<file path="src/rtl/arm_decode_if.sv">
// IF-to-ID handshake and registered ID/EX bundle between the decode stage and its neighbours.
interface arm_decode_if #(
  parameter int unsigned DATA_W    = 32,
  parameter int unsigned ADDR_W    = 32,
  parameter int unsigned NUM_REGS  = 16,
  parameter int unsigned EXE_CMD_W = 4
);
  localparam int unsigned REG_AW = $clog2(NUM_REGS);

  logic                 if_valid;
  logic [ADDR_W-1:0]    if_pc;
  logic [31:0]          if_instr;
  logic                 if_stall;

  logic                 id_valid;
  logic [ADDR_W-1:0]    id_pc;
  logic                 id_mem_read;
  logic                 id_mem_write;
  logic                 id_wb_en;
  logic                 id_branch;
  logic                 id_s_en;
  logic [EXE_CMD_W-1:0] id_exe_cmd;
  logic [DATA_W-1:0]    id_val_rn;
  logic [DATA_W-1:0]    id_val_rm;
  logic [REG_AW-1:0]    id_src1;
  logic [REG_AW-1:0]    id_src2;
  logic [REG_AW-1:0]    id_dest;
  logic                 id_imm;
  logic [11:0]          id_shift_op;
  logic [23:0]          id_simm24;

  modport master (
    output if_valid, if_pc, if_instr,
    input  if_stall,
    input  id_valid, id_pc, id_mem_read, id_mem_write, id_wb_en, id_branch, id_s_en,
           id_exe_cmd, id_val_rn, id_val_rm, id_src1, id_src2, id_dest, id_imm,
           id_shift_op, id_simm24
  );

  modport slave (
    input  if_valid, if_pc, if_instr,
    output if_stall,
    output id_valid, id_pc, id_mem_read, id_mem_write, id_wb_en, id_branch, id_s_en,
           id_exe_cmd, id_val_rn, id_val_rm, id_src1, id_src2, id_dest, id_imm,
           id_shift_op, id_simm24
  );
endinterface

</file>
<file path="src/rtl/arm_decode_stage.sv">
// ARM decode stage: control decode, condition check, bypassed register file,
// RAW hazard detection and the ID/EX pipeline register.
module arm_decode_stage #(
  parameter int unsigned DATA_W        = 32,
  parameter int unsigned ADDR_W        = 32,
  parameter int unsigned NUM_REGS      = 16,
  parameter int unsigned EXE_CMD_W     = 4,
  parameter bit          FORWARDING_EN = 1'b1,
  localparam int unsigned REG_AW       = $clog2(NUM_REGS)
) (
  input  logic              clk,
  input  logic              rst,
  arm_decode_if.slave       bus,
  input  logic [3:0]        status_in,
  input  logic              flush,
  input  logic              ex_freeze,
  input  logic [REG_AW-1:0] exe_dest,
  input  logic              exe_wb_en,
  input  logic              exe_mem_read,
  input  logic [REG_AW-1:0] mem_dest,
  input  logic              mem_wb_en,
  input  logic [REG_AW-1:0] wb_dest,
  input  logic [DATA_W-1:0] wb_value,
  input  logic              wb_en
);

  typedef struct packed {
    logic                 valid;
    logic [ADDR_W-1:0]    pc;
    logic                 mem_read;
    logic                 mem_write;
    logic                 wb_en;
    logic                 branch;
    logic                 s_en;
    logic [EXE_CMD_W-1:0] exe_cmd;
    logic [DATA_W-1:0]    val_rn;
    logic [DATA_W-1:0]    val_rm;
    logic [REG_AW-1:0]    src1;
    logic [REG_AW-1:0]    src2;
    logic [REG_AW-1:0]    dest;
    logic                 imm;
    logic [11:0]          shift_op;
    logic [23:0]          simm24;
  } id_bundle_t;

  logic [31:0] instr;
  logic [1:0]  mode;
  logic [3:0]  opcode;
  logic        s_bit;

  logic                 dec_mem_read, dec_mem_write, dec_wb_en, dec_branch, dec_s_en;
  logic [EXE_CMD_W-1:0] dec_exe_cmd;

  logic [REG_AW-1:0] src1, src2;
  logic              two_src;
  logic              cond_ok;
  logic              hazard_raw, hazard;
  logic [DATA_W-1:0] val_rn, val_rm;

  logic [DATA_W-1:0] rf_q [NUM_REGS];
  id_bundle_t        bundle_q, bundle_d;

  assign instr  = bus.if_instr;
  assign mode   = instr[27:26];
  assign opcode = instr[24:21];
  assign s_bit  = instr[20];

  // Control unit: data-processing, load/store and branch classes.
  always_comb begin
    dec_mem_read  = 1'b0;
    dec_mem_write = 1'b0;
    dec_wb_en     = 1'b0;
    dec_branch    = 1'b0;
    dec_s_en      = 1'b0;
    dec_exe_cmd   = '0;
    case (mode)
      2'b00: begin
        dec_s_en = s_bit;
        case (opcode)
          4'b1101: begin dec_exe_cmd = EXE_CMD_W'(4'b0001); dec_wb_en = 1'b1; end
          4'b1111: begin dec_exe_cmd = EXE_CMD_W'(4'b1001); dec_wb_en = 1'b1; end
          4'b0100: begin dec_exe_cmd = EXE_CMD_W'(4'b0010); dec_wb_en = 1'b1; end
          4'b0101: begin dec_exe_cmd = EXE_CMD_W'(4'b0011); dec_wb_en = 1'b1; end
          4'b0010: begin dec_exe_cmd = EXE_CMD_W'(4'b0100); dec_wb_en = 1'b1; end
          4'b0110: begin dec_exe_cmd = EXE_CMD_W'(4'b0101); dec_wb_en = 1'b1; end
          4'b0000: begin dec_exe_cmd = EXE_CMD_W'(4'b0110); dec_wb_en = 1'b1; end
          4'b1100: begin dec_exe_cmd = EXE_CMD_W'(4'b0111); dec_wb_en = 1'b1; end
          4'b0001: begin dec_exe_cmd = EXE_CMD_W'(4'b1000); dec_wb_en = 1'b1; end
          4'b1010: dec_exe_cmd = EXE_CMD_W'(4'b0100);
          4'b1000: dec_exe_cmd = EXE_CMD_W'(4'b0110);
          default: dec_exe_cmd = '0;
        endcase
      end
      2'b01: begin
        dec_exe_cmd = EXE_CMD_W'(4'b0010);
        if (s_bit) begin
          dec_mem_read = 1'b1;
          dec_wb_en    = 1'b1;
        end else begin
          dec_mem_write = 1'b1;
        end
      end
      2'b10:   dec_branch = 1'b1;
      default: dec_branch = 1'b0;
    endcase
  end

  // Condition check against NZCV = status_in[3:0].
  always_comb begin
    case (instr[31:28])
      4'h0:    cond_ok = status_in[2];
      4'h1:    cond_ok = ~status_in[2];
      4'h2:    cond_ok = status_in[1];
      4'h3:    cond_ok = ~status_in[1];
      4'h4:    cond_ok = status_in[3];
      4'h5:    cond_ok = ~status_in[3];
      4'h6:    cond_ok = status_in[0];
      4'h7:    cond_ok = ~status_in[0];
      4'h8:    cond_ok = status_in[1] & ~status_in[2];
      4'h9:    cond_ok = ~status_in[1] | status_in[2];
      4'hA:    cond_ok = (status_in[3] == status_in[0]);
      4'hB:    cond_ok = (status_in[3] != status_in[0]);
      4'hC:    cond_ok = ~status_in[2] & (status_in[3] == status_in[0]);
      4'hD:    cond_ok = status_in[2] | (status_in[3] != status_in[0]);
      4'hE:    cond_ok = 1'b1;
      default: cond_ok = 1'b0;
    endcase
  end

  assign src1    = REG_AW'(instr[19:16]);
  assign src2    = dec_mem_write ? REG_AW'(instr[15:12]) : REG_AW'(instr[3:0]);
  assign two_src = ~instr[25] | dec_mem_write;

  // Register file with write-through bypass on the read ports.
  always_ff @(posedge clk or negedge rst) begin
    if (!rst) begin
      for (int i = 0; i < int'(NUM_REGS); i++) rf_q[i] <= '0;
    end else if (wb_en) begin
      rf_q[wb_dest] <= wb_value;
    end
  end

  assign val_rn = (wb_en && wb_dest == src1) ? wb_value : rf_q[src1];
  assign val_rm = (wb_en && wb_dest == src2) ? wb_value : rf_q[src2];

  always_comb begin
    if (FORWARDING_EN) begin
      hazard_raw = exe_mem_read & ((src1 == exe_dest) | (two_src & (src2 == exe_dest)));
    end else begin
      hazard_raw = (exe_wb_en & (src1 == exe_dest)) | (mem_wb_en & (src1 == mem_dest)) |
                   (two_src & ((exe_wb_en & (src2 == exe_dest)) |
                               (mem_wb_en & (src2 == mem_dest))));
    end
  end

  // Gated by reset so that if_stall comes out of reset low.
  assign hazard       = bus.if_valid & rst & hazard_raw;
  assign bus.if_stall = (hazard & ~flush) | ex_freeze;

  // ID/EX next value: flush > freeze > hazard/invalid bubble > condition-failed > full load.
  always_comb begin
    bundle_d = '0;
    if (flush) begin
      bundle_d = '0;
    end else if (ex_freeze) begin
      bundle_d = bundle_q;
    end else if (hazard || !bus.if_valid) begin
      bundle_d = '0;
    end else begin
      bundle_d.valid    = 1'b1;
      bundle_d.pc       = bus.if_pc;
      bundle_d.val_rn   = val_rn;
      bundle_d.val_rm   = val_rm;
      bundle_d.src1     = src1;
      bundle_d.src2     = src2;
      bundle_d.dest     = REG_AW'(instr[15:12]);
      bundle_d.imm      = instr[25];
      bundle_d.shift_op = instr[11:0];
      bundle_d.simm24   = instr[23:0];
      if (cond_ok) begin
        bundle_d.mem_read  = dec_mem_read;
        bundle_d.mem_write = dec_mem_write;
        bundle_d.wb_en     = dec_wb_en;
        bundle_d.branch    = dec_branch;
        bundle_d.s_en      = dec_s_en;
        bundle_d.exe_cmd   = dec_exe_cmd;
      end
    end
  end

  always_ff @(posedge clk or negedge rst) begin
    if (!rst) bundle_q <= '0;
    else      bundle_q <= bundle_d;
  end

  assign bus.id_valid     = bundle_q.valid;
  assign bus.id_pc        = bundle_q.pc;
  assign bus.id_mem_read  = bundle_q.mem_read;
  assign bus.id_mem_write = bundle_q.mem_write;
  assign bus.id_wb_en     = bundle_q.wb_en;
  assign bus.id_branch    = bundle_q.branch;
  assign bus.id_s_en      = bundle_q.s_en;
  assign bus.id_exe_cmd   = bundle_q.exe_cmd;
  assign bus.id_val_rn    = bundle_q.val_rn;
  assign bus.id_val_rm    = bundle_q.val_rm;
  assign bus.id_src1      = bundle_q.src1;
  assign bus.id_src2      = bundle_q.src2;
  assign bus.id_dest      = bundle_q.dest;
  assign bus.id_imm       = bundle_q.imm;
  assign bus.id_shift_op  = bundle_q.shift_op;
  assign bus.id_simm24    = bundle_q.simm24;

endmodule

</file>
<file path="src/flat_wrapper.sv">
// flat-port wrapper written by rule: the top's interface ports become plain ports
module arm_decode_stage_flat 
#(
  parameter int unsigned DATA_W        = 32,
  parameter int unsigned ADDR_W        = 32,
  parameter int unsigned NUM_REGS      = 16,
  parameter int unsigned EXE_CMD_W     = 4,
  parameter bit          FORWARDING_EN = 1'b1,
  localparam int unsigned REG_AW       = $clog2(NUM_REGS)
)
  (clk, rst, status_in, flush, ex_freeze, exe_dest, exe_wb_en, exe_mem_read, mem_dest, mem_wb_en, wb_dest, wb_value, wb_en, bus_if_valid, bus_if_pc, bus_if_instr, bus_if_stall, bus_id_valid, bus_id_pc, bus_id_mem_read, bus_id_mem_write, bus_id_wb_en, bus_id_branch, bus_id_s_en, bus_id_exe_cmd, bus_id_val_rn, bus_id_val_rm, bus_id_src1, bus_id_src2, bus_id_dest, bus_id_imm, bus_id_shift_op, bus_id_simm24);
  arm_decode_if #(.DATA_W(DATA_W), .ADDR_W(ADDR_W), .NUM_REGS(NUM_REGS), .EXE_CMD_W(EXE_CMD_W)) bus_i ();
  input  logic clk;
  input  logic rst;
  input  logic [3:0] status_in;
  input  logic flush;
  input  logic ex_freeze;
  input  logic [REG_AW-1:0] exe_dest;
  input  logic exe_wb_en;
  input  logic exe_mem_read;
  input  logic [REG_AW-1:0] mem_dest;
  input  logic mem_wb_en;
  input  logic [REG_AW-1:0] wb_dest;
  input  logic [DATA_W-1:0] wb_value;
  input  logic wb_en;
  input wire logic [$bits(bus_i.if_valid)-1:0] bus_if_valid;
  input wire logic [$bits(bus_i.if_pc)-1:0] bus_if_pc;
  input wire logic [$bits(bus_i.if_instr)-1:0] bus_if_instr;
  output wire logic [$bits(bus_i.if_stall)-1:0] bus_if_stall;
  output wire logic [$bits(bus_i.id_valid)-1:0] bus_id_valid;
  output wire logic [$bits(bus_i.id_pc)-1:0] bus_id_pc;
  output wire logic [$bits(bus_i.id_mem_read)-1:0] bus_id_mem_read;
  output wire logic [$bits(bus_i.id_mem_write)-1:0] bus_id_mem_write;
  output wire logic [$bits(bus_i.id_wb_en)-1:0] bus_id_wb_en;
  output wire logic [$bits(bus_i.id_branch)-1:0] bus_id_branch;
  output wire logic [$bits(bus_i.id_s_en)-1:0] bus_id_s_en;
  output wire logic [$bits(bus_i.id_exe_cmd)-1:0] bus_id_exe_cmd;
  output wire logic [$bits(bus_i.id_val_rn)-1:0] bus_id_val_rn;
  output wire logic [$bits(bus_i.id_val_rm)-1:0] bus_id_val_rm;
  output wire logic [$bits(bus_i.id_src1)-1:0] bus_id_src1;
  output wire logic [$bits(bus_i.id_src2)-1:0] bus_id_src2;
  output wire logic [$bits(bus_i.id_dest)-1:0] bus_id_dest;
  output wire logic [$bits(bus_i.id_imm)-1:0] bus_id_imm;
  output wire logic [$bits(bus_i.id_shift_op)-1:0] bus_id_shift_op;
  output wire logic [$bits(bus_i.id_simm24)-1:0] bus_id_simm24;
  assign bus_i.if_valid = bus_if_valid;
  assign bus_i.if_pc = bus_if_pc;
  assign bus_i.if_instr = bus_if_instr;
  assign bus_if_stall = bus_i.if_stall;
  assign bus_id_valid = bus_i.id_valid;
  assign bus_id_pc = bus_i.id_pc;
  assign bus_id_mem_read = bus_i.id_mem_read;
  assign bus_id_mem_write = bus_i.id_mem_write;
  assign bus_id_wb_en = bus_i.id_wb_en;
  assign bus_id_branch = bus_i.id_branch;
  assign bus_id_s_en = bus_i.id_s_en;
  assign bus_id_exe_cmd = bus_i.id_exe_cmd;
  assign bus_id_val_rn = bus_i.id_val_rn;
  assign bus_id_val_rm = bus_i.id_val_rm;
  assign bus_id_src1 = bus_i.id_src1;
  assign bus_id_src2 = bus_i.id_src2;
  assign bus_id_dest = bus_i.id_dest;
  assign bus_id_imm = bus_i.id_imm;
  assign bus_id_shift_op = bus_i.id_shift_op;
  assign bus_id_simm24 = bus_i.id_simm24;
  arm_decode_stage #(.DATA_W(DATA_W), .ADDR_W(ADDR_W), .NUM_REGS(NUM_REGS), .EXE_CMD_W(EXE_CMD_W), .FORWARDING_EN(FORWARDING_EN)) u_core (.clk(clk), .rst(rst), .bus(bus_i), .status_in(status_in), .flush(flush), .ex_freeze(ex_freeze), .exe_dest(exe_dest), .exe_wb_en(exe_wb_en), .exe_mem_read(exe_mem_read), .mem_dest(mem_dest), .mem_wb_en(mem_wb_en), .wb_dest(wb_dest), .wb_value(wb_value), .wb_en(wb_en));
endmodule
</file>
<file path="config.mk">
export PLATFORM = sky130hd
export DESIGN_NAME = arm_decode_stage_flat
export DESIGN_NICKNAME = d
export VERILOG_FILES = /design/src/rtl/arm_decode_if.sv /design/src/rtl/arm_decode_stage.sv /design/src/flat_wrapper.sv
export SDC_FILE = /design/constraint.sdc
export NUM_CORES = 1
export LEC_CHECK = 0
export BUFFER_PORTS_ARGS = -buffer_cell sky130_fd_sc_hd__buf_2
export CAP_MARGIN = 20
export CORE_MARGIN = 2
export CORE_UTILIZATION = 39
export CTS_CLUSTER_DIAMETER = 50
export DETAILED_ROUTE_END_ITERATION = 8
export RECOVER_POWER = 50
export SKIP_LAST_GASP = 1
export SLEW_MARGIN = 25
export SYNTH_ARGS = -nofsm -noshare
export SYNTH_HDL_FRONTEND = slang
export SYNTH_SLANG_ARGS = --single-unit
</file>
<file path="constraint.sdc">
create_clock -name clk -period 3 [get_ports clk]
set_clock_uncertainty 0.05 [all_clocks]
set_input_delay 0.15 -clock clk [delete_from_list [all_inputs] [get_ports clk]]
set_output_delay 0.15 -clock clk [all_outputs]
set_load 0.02 [all_outputs]
</file>
==> summary.md, run 1 <==
The count of standard-cell rows was 113. The most used standard cell by instance count after synthesis was sky130_fd_sc_hd__dfrtp_1. The routed layout has 26,300 vias. The sequential-to-total area share from yosys stat is 43.7%.

For the total nets after synthesis, the log shows 2,710. Cell accounting for the most synthesized area: sky130_fd_sc_hd__dfrtp_1. The average instance in the mapped netlist occupies 14.3 sq um. The path category of the worst min-delay check was in2reg. Along the worst path, the maximum fanout reaches 12. For the starting density of the core, the log shows 39.2%. The run gives 0 as the final hold violation count. The transition time at the pin with the least slew margin came out at 2.26 ns.

The endpoint identified for the worst register-to-register timing path is u_core.bus.id_val_rm[13]. For this run, design rule violations remaining after detail routing come to 0. The half-perimeter wire length after placement was 71,500 um; the initial detailed-routing violation count was 2,286.

The critical path in this run is classified as in2reg. For this run, the leading register cell type out of synthesis is sky130_fd_sc_hd__dfrtp_1. In this run the static leakage power is 18.6 nW. The finished cells cover 44,000 sq um. Broken down by cell family, the worst path's largest delay share belongs to buffers and inverters. The clock passes through at most 3 buffers.

The run gives 523 uV as the worst vdd rail ir drop. The count of warnings emitted by yosys was 0; the number of resized instances in the post-cts repair step was 0. The relative slew slack was -50.4%. The overall die area is 97,500 sq um.

Routability-driven placement finished with a final weighted congestion of 0.857. Setup repair after global routing left no endpoint under its margin. The run gives 0 as the final setup violation count. Clock-pin slew was measured on the worst setup and hold paths at 0.06 ns.

The destination of the worst hold path was u_core.bus.id_src2[1]. For this block, the routed nets add up to 120,000 um of wire. The run gives 2,994 as the layout net count. 277 I/O pins were placed. The clock root buffer master is sky130_fd_sc_hd__clkbuf_16.

Data arrives at the worst endpoint at 3.19 ns. In the final routed layout, each cell accounts on average for 28.5 um. The floorplan step set the die width to 312 um.

The fmax is 370 MHz. The run gives 52 as the count of cell types in the netlist. In the post-synthesis netlist, the biggest area contributors are sky130_fd_sc_hd__dfrtp_1, sky130_fd_sc_hd__mux4_2, sky130_fd_sc_hd__mux2_2, sky130_fd_sc_hd__mux2_1, sky130_fd_sc_hd__a22o_1. The worst path in the final design needs a cycle of 2.70 ns, including I/O delays and setup.

From synthesis to final layout, the design area changed by 18.8%. The logs give 46.6% for the core occupancy in the finished layout and 647 for the number of sinks driven by the clock tree. The number of vias per cell after detailed routing is 6.25, and the area of the core region is 94,600 sq um.

In this run, synthesis produced a sequential element count of 647. The cell count after synthesis came out at 2,589. Setup slack on the worst reg-to-reg path comes out at 0.99 ns.

The run finished, with violations left. Buffers added to address setup during post-CTS repair amount to 0. The count of buffers added on input and output ports is 270. After synthesis the cells add up to 37,100 sq um. In this run the most critical hold path is launched from ex_freeze.

In this run, CTS created clock tree buffers numbering 82. The worst setup path is captured at a flip-flop. The top-area cell type share of the netlist area is 43.7%. The startpoint identified for the worst register-to-register timing path is u_core.rf_q[77]. The critical path contains buffers and inverters numbering 3 combined. The length in cells of the worst reg-to-reg path is 6. OpenSTA, run right after detailed placement, puts the worst setup slack at 0.360 ns.

For this run, the total global-route usage over all layers was measured as 24.4%. TritonCTS built the clock tree. The initial antenna violation count was 4.

The critical path goes through dlygate4sd3_1, buf_2, or3b_4, nor3_1, nor3_1, o41ai_4, a41oi_4, dlygate4sd3_1, a22o_1. The cell depth of the worst hold path came out at 5. The first detailed-routing pass ran for 6 iterations. Dividing total power by cell area gives a power density of 655 nW/um^2. Of the available clock period, the critical path in the final layout requires 90.1%.

The worst path setup slack after routing is 0.297 ns. The run gives 574 as the total count of max-transition violations in the final report. Setup total negative slack on the finished layout was measured at 0 ns. Global routing finished with a remaining overflow of 0. CTS built an H-tree with a depth of 3. Counting flops with a built-in enable in the synthesized netlist gives 0.

The maximum number of pins on one net before global-route repair is 181. The max-capacitance violation count is 12. The critical-path cell with the highest stage delay is sky130_fd_sc_hd__dlygate4sd3_1.

The post-route netlist has 43.5% of its cells at a drive strength greater than 1. The via count of the first global-routing pass was 27,500. The overall die height was 312 um; the first-pass GRT wire length was 181,000 um. For the data required time at the worst endpoint, the log shows 3.49 ns.

Number of hold-repair buffers added at the cts stage: 97. The tools report the critical path startpoint category as an input pin. Ranked by instance count, the synthesized netlist is headed by sky130_fd_sc_hd__dfrtp_1, sky130_fd_sc_hd__mux4_2, sky130_fd_sc_hd__mux2_2, sky130_fd_sc_hd__mux2_1, sky130_fd_sc_hd__clkbuf_1. The count of nets left with antenna violations once routing finished came out at 0.

The checks that failed: capacitance limit, slew limit. The biggest cell delay along the critical path was 0.64 ns. For this run, asynchronously set or reset flops after synthesis account for 100%. The tools report the clock latency reported for the late side of the worst-skew pair as 0.67 ns. For the area of placed instances, the log shows 40,500 sq um.
==> worst max-delay path by stage <==
stage,from,to,slack (ns),cells past startpoint
floorplan,bus_if_instr[16],u_core.bus.id_val_rn[10],0.70,7
CTS,bus_if_instr[20],u_core.bus.id_src2[0],0.34,9
global placement,bus_if_instr[20],u_core.bus.id_val_rm[16],0.40,8
detailed placement,bus_if_instr[20],u_core.bus.id_exe_cmd[2],0.36,8
global route,rst,u_core.rf_q[385],0.16,3
finish,bus_if_instr[20],u_core.bus.id_src2[0],0.30,9
==> metal layers <==
| metal | global-route usage (%) | up-vias | share of wire (%) |
|---|---|---|---|
| met5 | 0 | - | 0.035 |
| li1 | - | 10700 | - |
| met2 | 39.4 | 1225 | 48 |
| met3 | 5.42 | 247 | 8.3 |
| met1 | 32.5 | 14100 | 41 |
| met4 | 8.85 | 6 | 3.2 |
==> worst reg2reg max path: stages (launching register included) <==
cell                      delay [ns]
sky130_fd_sc_hd__dfrtp_1        0.40
sky130_fd_sc_hd__mux4_2         0.47
sky130_fd_sc_hd__mux2_2         0.27
sky130_fd_sc_hd__o22ai_1        0.22
sky130_fd_sc_hd__o41ai_1        0.12
sky130_fd_sc_hd__buf_4          0.17
sky130_fd_sc_hd__a22o_1         0.19
==> flip-flops by register name (all words and copies together) (netlist names) <==
register,cells
u_core.bus.id_src2,4
u_core.bus.id_exe_cmd,4
u_core.bus.id_branch,1
u_core.bus.id_imm,1
u_core.bus.id_mem_write,1
u_core.bus.id_val_rm,32
u_core.bus.id_valid,1
u_core.bus.id_s_en,1
u_core.bus.id_mem_read,1
u_core.bus.id_simm24,24
u_core.bus.id_pc,32
u_core.bus.id_val_rn,32
u_core.bus.id_wb_en,1
u_core.rf_q,512
==> cells by family after synthesis <==
kind of cell           synth area share, %
flip-flops                            43.7
AO/OA/AOI/OAI                         7.06
AND/OR/NAND/NOR                       2.76
XOR/XNOR                             0.425
buffers and inverters                 3.36
multiplexers                          42.7
==> through the flow <==
| stage | power, W | hold WS [ns] | std cells |
|---|---|---|---|
| 2_1_floorplan | 0.0167 | -0.196 | 2589 |
| 3_3_place_gp | 0.0183 | 0.0462 | 3956 |
| 3_5_place_dp | 0.0188 | 0.0517 | 3956 |
| 4_1_cts | 0.0290 | 0.0575 | 4202 |
| 5_1_grt | 0.0301 | 0.111 | 4204 |
| 6_report | 0.0289 | 0.0820 | 4206 |
==> area by class of cell <==
class                           instances  area, sq um
Antenna cell                            3         7.51
Clock buffer                          109         2270
Clock inverter                         40          483
Fill cell                            8111        50500
Inverter                                4         15.0
Multi-Input combinational cell       1649        19700
Sequential cell                       647        16200
Tap cell                             1265         1580
Timing Repair Buffer                  489         3740
==> report_power, final <==
group / internal, W / switching, W / leakage, nW / total [W]
sequential: 0.0104 / 0.00165 / 8.13 / 0.0121
clock: 0.00585 / 0.00418 / 1.33 / 0.0100
combinational: 0.00413 / 0.00260 / 9.13 / 0.00674
==> cell usage in the layout (no fill, tap or decap), types with 5 or more instances in the layout <==
cell type | synthesis | final
sky130_fd_sc_hd__a21oi_1 | 106 | 106
sky130_fd_sc_hd__a22o_1 | 128 | 128
sky130_fd_sc_hd__a32o_1 | 5 | 5
sky130_fd_sc_hd__buf_12 | 0 | 40
sky130_fd_sc_hd__buf_2 | 38 | 261
sky130_fd_sc_hd__buf_4 | 24 | 63
sky130_fd_sc_hd__buf_6 | 1 | 5
sky130_fd_sc_hd__bufinv_16 | 0 | 5
sky130_fd_sc_hd__clkbuf_1 | 185 | 33
sky130_fd_sc_hd__clkbuf_16 | 0 | 82
sky130_fd_sc_hd__clkbuf_8 | 0 | 12
sky130_fd_sc_hd__clkinv_2 | 0 | 9
sky130_fd_sc_hd__clkinv_4 | 0 | 5
sky130_fd_sc_hd__clkinvlp_4 | 0 | 8
sky130_fd_sc_hd__dfrtp_1 | 647 | 647
sky130_fd_sc_hd__dlygate4sd3_1 | 0 | 96
sky130_fd_sc_hd__mux2_1 | 248 | 249
sky130_fd_sc_hd__mux2_2 | 359 | 358
sky130_fd_sc_hd__mux2i_1 | 35 | 35
sky130_fd_sc_hd__mux4_2 | 384 | 384
sky130_fd_sc_hd__nand2_1 | 54 | 51
sky130_fd_sc_hd__nand2b_1 | 8 | 7
sky130_fd_sc_hd__nor2_1 | 149 | 143
sky130_fd_sc_hd__nor2_4 | 0 | 6
sky130_fd_sc_hd__nor3_1 | 7 | 6
sky130_fd_sc_hd__o22ai_1 | 63 | 63
sky130_fd_sc_hd__o41ai_1 | 31 | 31
sky130_fd_sc_hd__xnor2_1 | 10 | 10
sky130_fd_sc_hd__xor2_1 | 8 | 8
Power figures use the tool's default switching activity.
==> inputs of run 2 (changes only) <==
--- a/config.mk
+++ b/config.mk
@@ -7,11 +7,13 @@
 export LEC_CHECK = 0
 export BUFFER_PORTS_ARGS = -buffer_cell sky130_fd_sc_hd__buf_2
 export CAP_MARGIN = 20
+export CORE_ASPECT_RATIO = 0.7
 export CORE_MARGIN = 2
 export CORE_UTILIZATION = 39
 export CTS_CLUSTER_DIAMETER = 50
 export DETAILED_ROUTE_END_ITERATION = 8
 export RECOVER_POWER = 50
+export SKIP_CTS_REPAIR_TIMING = 1
 export SKIP_LAST_GASP = 1
 export SLEW_MARGIN = 25
 export SYNTH_ARGS = -nofsm -noshare
==> run 2 against run 1 <==
The flow finishes with violations (hold timing, capacitance limit, slew limit). Maximum frequency shrank 5.9%. First-iteration DRC count grew 13%. Global-route usage grew 0.27 points. Via count is essentially flat. Critical endpoint is now u_core.bus.id_val_rm[27]. Worst hold slack lost 0.10 ns.
==> summary.md, run 2 (synthesis results as in run 1) <==
CP Cell Sequence: dlygate4sd3_1, buf_2, or3b_4, buf_4, a21oi_1, o41ai_1, a22o_1 (was dlygate4sd3_1, buf_2, or3b_4, nor3_1, nor3_1, o41ai_4, a41oi_4, dlygate4sd3_1, a22o_1). The logs give 70,400 um (was 71,500 um) for the half-perimeter wire length after placement and 0 (unchanged) for the final setup violation count. The tools report the first-pass iteration count of the detailed router as 5 (was 6). The number of vias per cell after detailed routing is 6.32 (was 6.25). The transition time at the pin with the least slew margin was 1.73 ns (was 2.26 ns). The largest register by flop count was u_core.rf_q (unchanged). The clock latency reported for the late side of the worst-skew pair is 0.67 ns (about the same). The relative area change from synthesis to final layout works out to 18.4% (was 18.8%). The critical register-to-register path startpoint is u_core.rf_q[60] (was u_core.rf_q[77]). The number of nets with antenna violations after detailed routing is 0 (unchanged), and the data arrival time of the critical path is 3.41 ns (was 3.19 ns). The tools report the detailed-route DRC error count as 0 (unchanged).

The final hold violation count was 21 (was 0); the count of buffering cells on the critical path with inverters included was 3 (unchanged). Setup repair after global routing left no endpoint under its margin. For the H-tree depth reported by CTS, the log shows 3 (unchanged).

The commonest non-fill, non-tap cell in the layout is sky130_fd_sc_hd__dfrtp_1 (unchanged). The total global-route track usage is 24.7% (was 24.4%). The tools report the detailed-route wire length as 121,000 um (was 120,000 um). The number of buffers inserted by port buffering is 270 (unchanged), and the max-capacitance violation count is 7 (was 12). The filler cell count in the final layout came out at 8,147 (was 8,111). Top library cells by usage in the layout, fill and taps aside: sky130_fd_sc_hd__dfrtp_1, sky130_fd_sc_hd__mux4_2, sky130_fd_sc_hd__mux2_2 (unchanged).

X dimension of the die: 372 um (was 312 um). The static leakage is 18.5 nW (was 18.6 nW), and the top fanout value on the critical path is 54 (was 12). The logs give 2,962 (was 2,994) for the layout net count and 3 (unchanged) for the worst-case clock buffer depth.

The initial detailed-routing violation count came out at 2,586 (was 2,286). The overall die area was 97,600 sq um (was 97,500 sq um); the ratio of total power to cell area was 659 nW/um^2 (was 655 nW/um^2). The count of standard-cell rows is 94 (was 113), and the fmax is 348 MHz (was 370 MHz). The area of the core region was 94,100 sq um (was 94,600 sq um). The logs give 0 (unchanged) for the overflow left after global routing and 647 (unchanged) for the number of sinks driven by the clock tree. The length in cells of the worst reg-to-reg path works out to 6 (unchanged). For the final design area excluding fillers, the log shows 43,900 sq um (was 44,000 sq um).

The critical path startpoint category was an input pin (unchanged). The overall die height came out at 262 um (was 312 um). Top cell family by delay on the critical path: buffers and inverters (unchanged). The via count of the first global-routing pass came out at 26,800 (was 27,500). Critical-path cell with the highest stage delay: sky130_fd_sc_hd__buf_4 (was sky130_fd_sc_hd__dlygate4sd3_1). Violated checks: hold timing, capacitance limit, slew limit (was capacitance limit, slew limit).

The minimum hold slack is -0.0222 ns (was 0.0820 ns), and the total clock buffers created by CTS is 82 (unchanged). The logs give 179,000 um (was 181,000 um) for the first-pass GRT wire length and 161 (was 181) for the maximum number of pins on one net before global-route repair. The clock-pin slew reported for the worst setup and hold paths after clock tree synthesis came out at 0.06 ns (about the same). The flip-flop count of the largest register, all copies and words added was 512 (unchanged).

The starting density of the core was 39.4% (was 39.2%); the sum of negative setup slack was 0 ns (unchanged). Type of destination of the critical path: a flip-flop (unchanged). The biggest cell delay along the critical path came out at 0.84 ns (was 0.64 ns). TritonCTS built the clock tree.

The fraction of the cycle the final worst path needs came out at 95.7% (was 90.1%). The layout cell share with drive strength beyond 1 works out to 43.8% (was 43.5%). The initial antenna violation count came out at 2 (was 4). The path category of the worst min-delay check was in2async (was in2reg). The tools report the total count of max-transition violations in the final report as 200 (was 574). The capture instance of the worst register-to-register path was u_core.bus.id_val_rm[28] (was u_core.bus.id_val_rm[13]). The final routed wire length divided by cell count is 29.1 um (was 28.5 um). Start-to-end type of the worst setup path: in2reg (unchanged). The tools report the last weighted congestion value of the routability-driven placer as 0.809 (was 0.857). The clock root buffer master is sky130_fd_sc_hd__clkbuf_16 (unchanged).

The flow ran to the end, but the final reports show violations. The logs give 3.54 ns (was 3.49 ns) for the data required time at the worst endpoint and 26,300 (about the same) for the count of vias placed by the detailed router. The minimum clock period came out at 2.87 ns (was 2.70 ns).

Worst vdd rail ir drop: 478 uV (was 523 uV). The logs give -15.2% (was -50.4%) for the relative slew slack and 0.98 ns (was 0.99 ns) for the flop-to-flop setup slack. The area of placed instances is 40,300 sq um (was 40,500 sq um). The top-level port count is 277 (unchanged).
==> run 2: worst register-to-register path: cells and delay by family, from the launching register on <==
kind,cells,cell delay (ns)
multiplexers,2,0.75
flip-flops,1,0.41
buffers and inverters,1,0.15
AO/OA/AOI/OAI,3,0.56
==> run 2: stage by stage <==
stage / setup slack (ns) / cells / total power, W / utilization (%) / hold WS, ns
6_report: 0.128 / 4158 / 0.0289 / 46.6 / -0.0222
5_1_grt: 0.101 / 4155 / 0.0302 / 46.6 / -0.00355
4_1_cts: 0.810 / 4063 / 0.0290 / 45.8 / -0.629
3_5_place_dp: 0.251 / 3913 / 0.0188 / 42.8 / 0.0850
3_3_place_gp: 0.279 / 3913 / 0.0183 / 42.8 / 0.0816
2_1_floorplan: 0.702 / 2589 / 0.0167 / - / -0.196
==> run 2: where the power goes <==
part | internal [W] | switching (W)
clock | 0.00580 | 0.00431
sequential | 0.0104 | 0.00167
combinational | 0.00411 | 0.00260
==> run 2: how the worst max path moves through the flow <==
stage / end / from / depth (start not counted) / slack (ns)
floorplan: u_core.bus.id_val_rn[10] / bus_if_instr[16] / 7 / 0.70
global placement: u_core.bus.id_val_rm[2] / bus_if_instr[20] / 9 / 0.28
detailed placement: u_core.bus.id_val_rm[7] / bus_if_instr[20] / 9 / 0.25
CTS: bus_if_stall / bus_if_instr[20] / 7 / 0.81
global route: bus_if_stall / bus_if_instr[26] / 8 / 0.10
finish: u_core.bus.id_val_rm[27] / bus_if_instr[26] / 7 / 0.13
==> run 2: cell type report <==
| class | instances | area, sq um | area share [%] |
|---|---|---|---|
| antenna | 3 | 7.51 | 0.0171 |
| clock buffer | 104 | 2240 | 5.12 |
| clock inverter | 46 | 554 | 1.26 |
| inverter | 4 | 15.0 | 0.0342 |
| multi-input combinational | 1649 | 19800 | 45.1 |
| sequential | 647 | 16200 | 36.9 |
| tap | 1248 | 1560 | 3.56 |
| timing repair buffer | 457 | 3530 | 8.06 |
==> run 2: layer usage <==
layer	share of wire, %	vias to the layer above	global-route usage (%)
li1	-	10700	-
met1	43	14000	35.2
met2	45	1349	37.5
met3	8.7	239	5.50
met4	3.0	0	8.08
met5	0	-	0
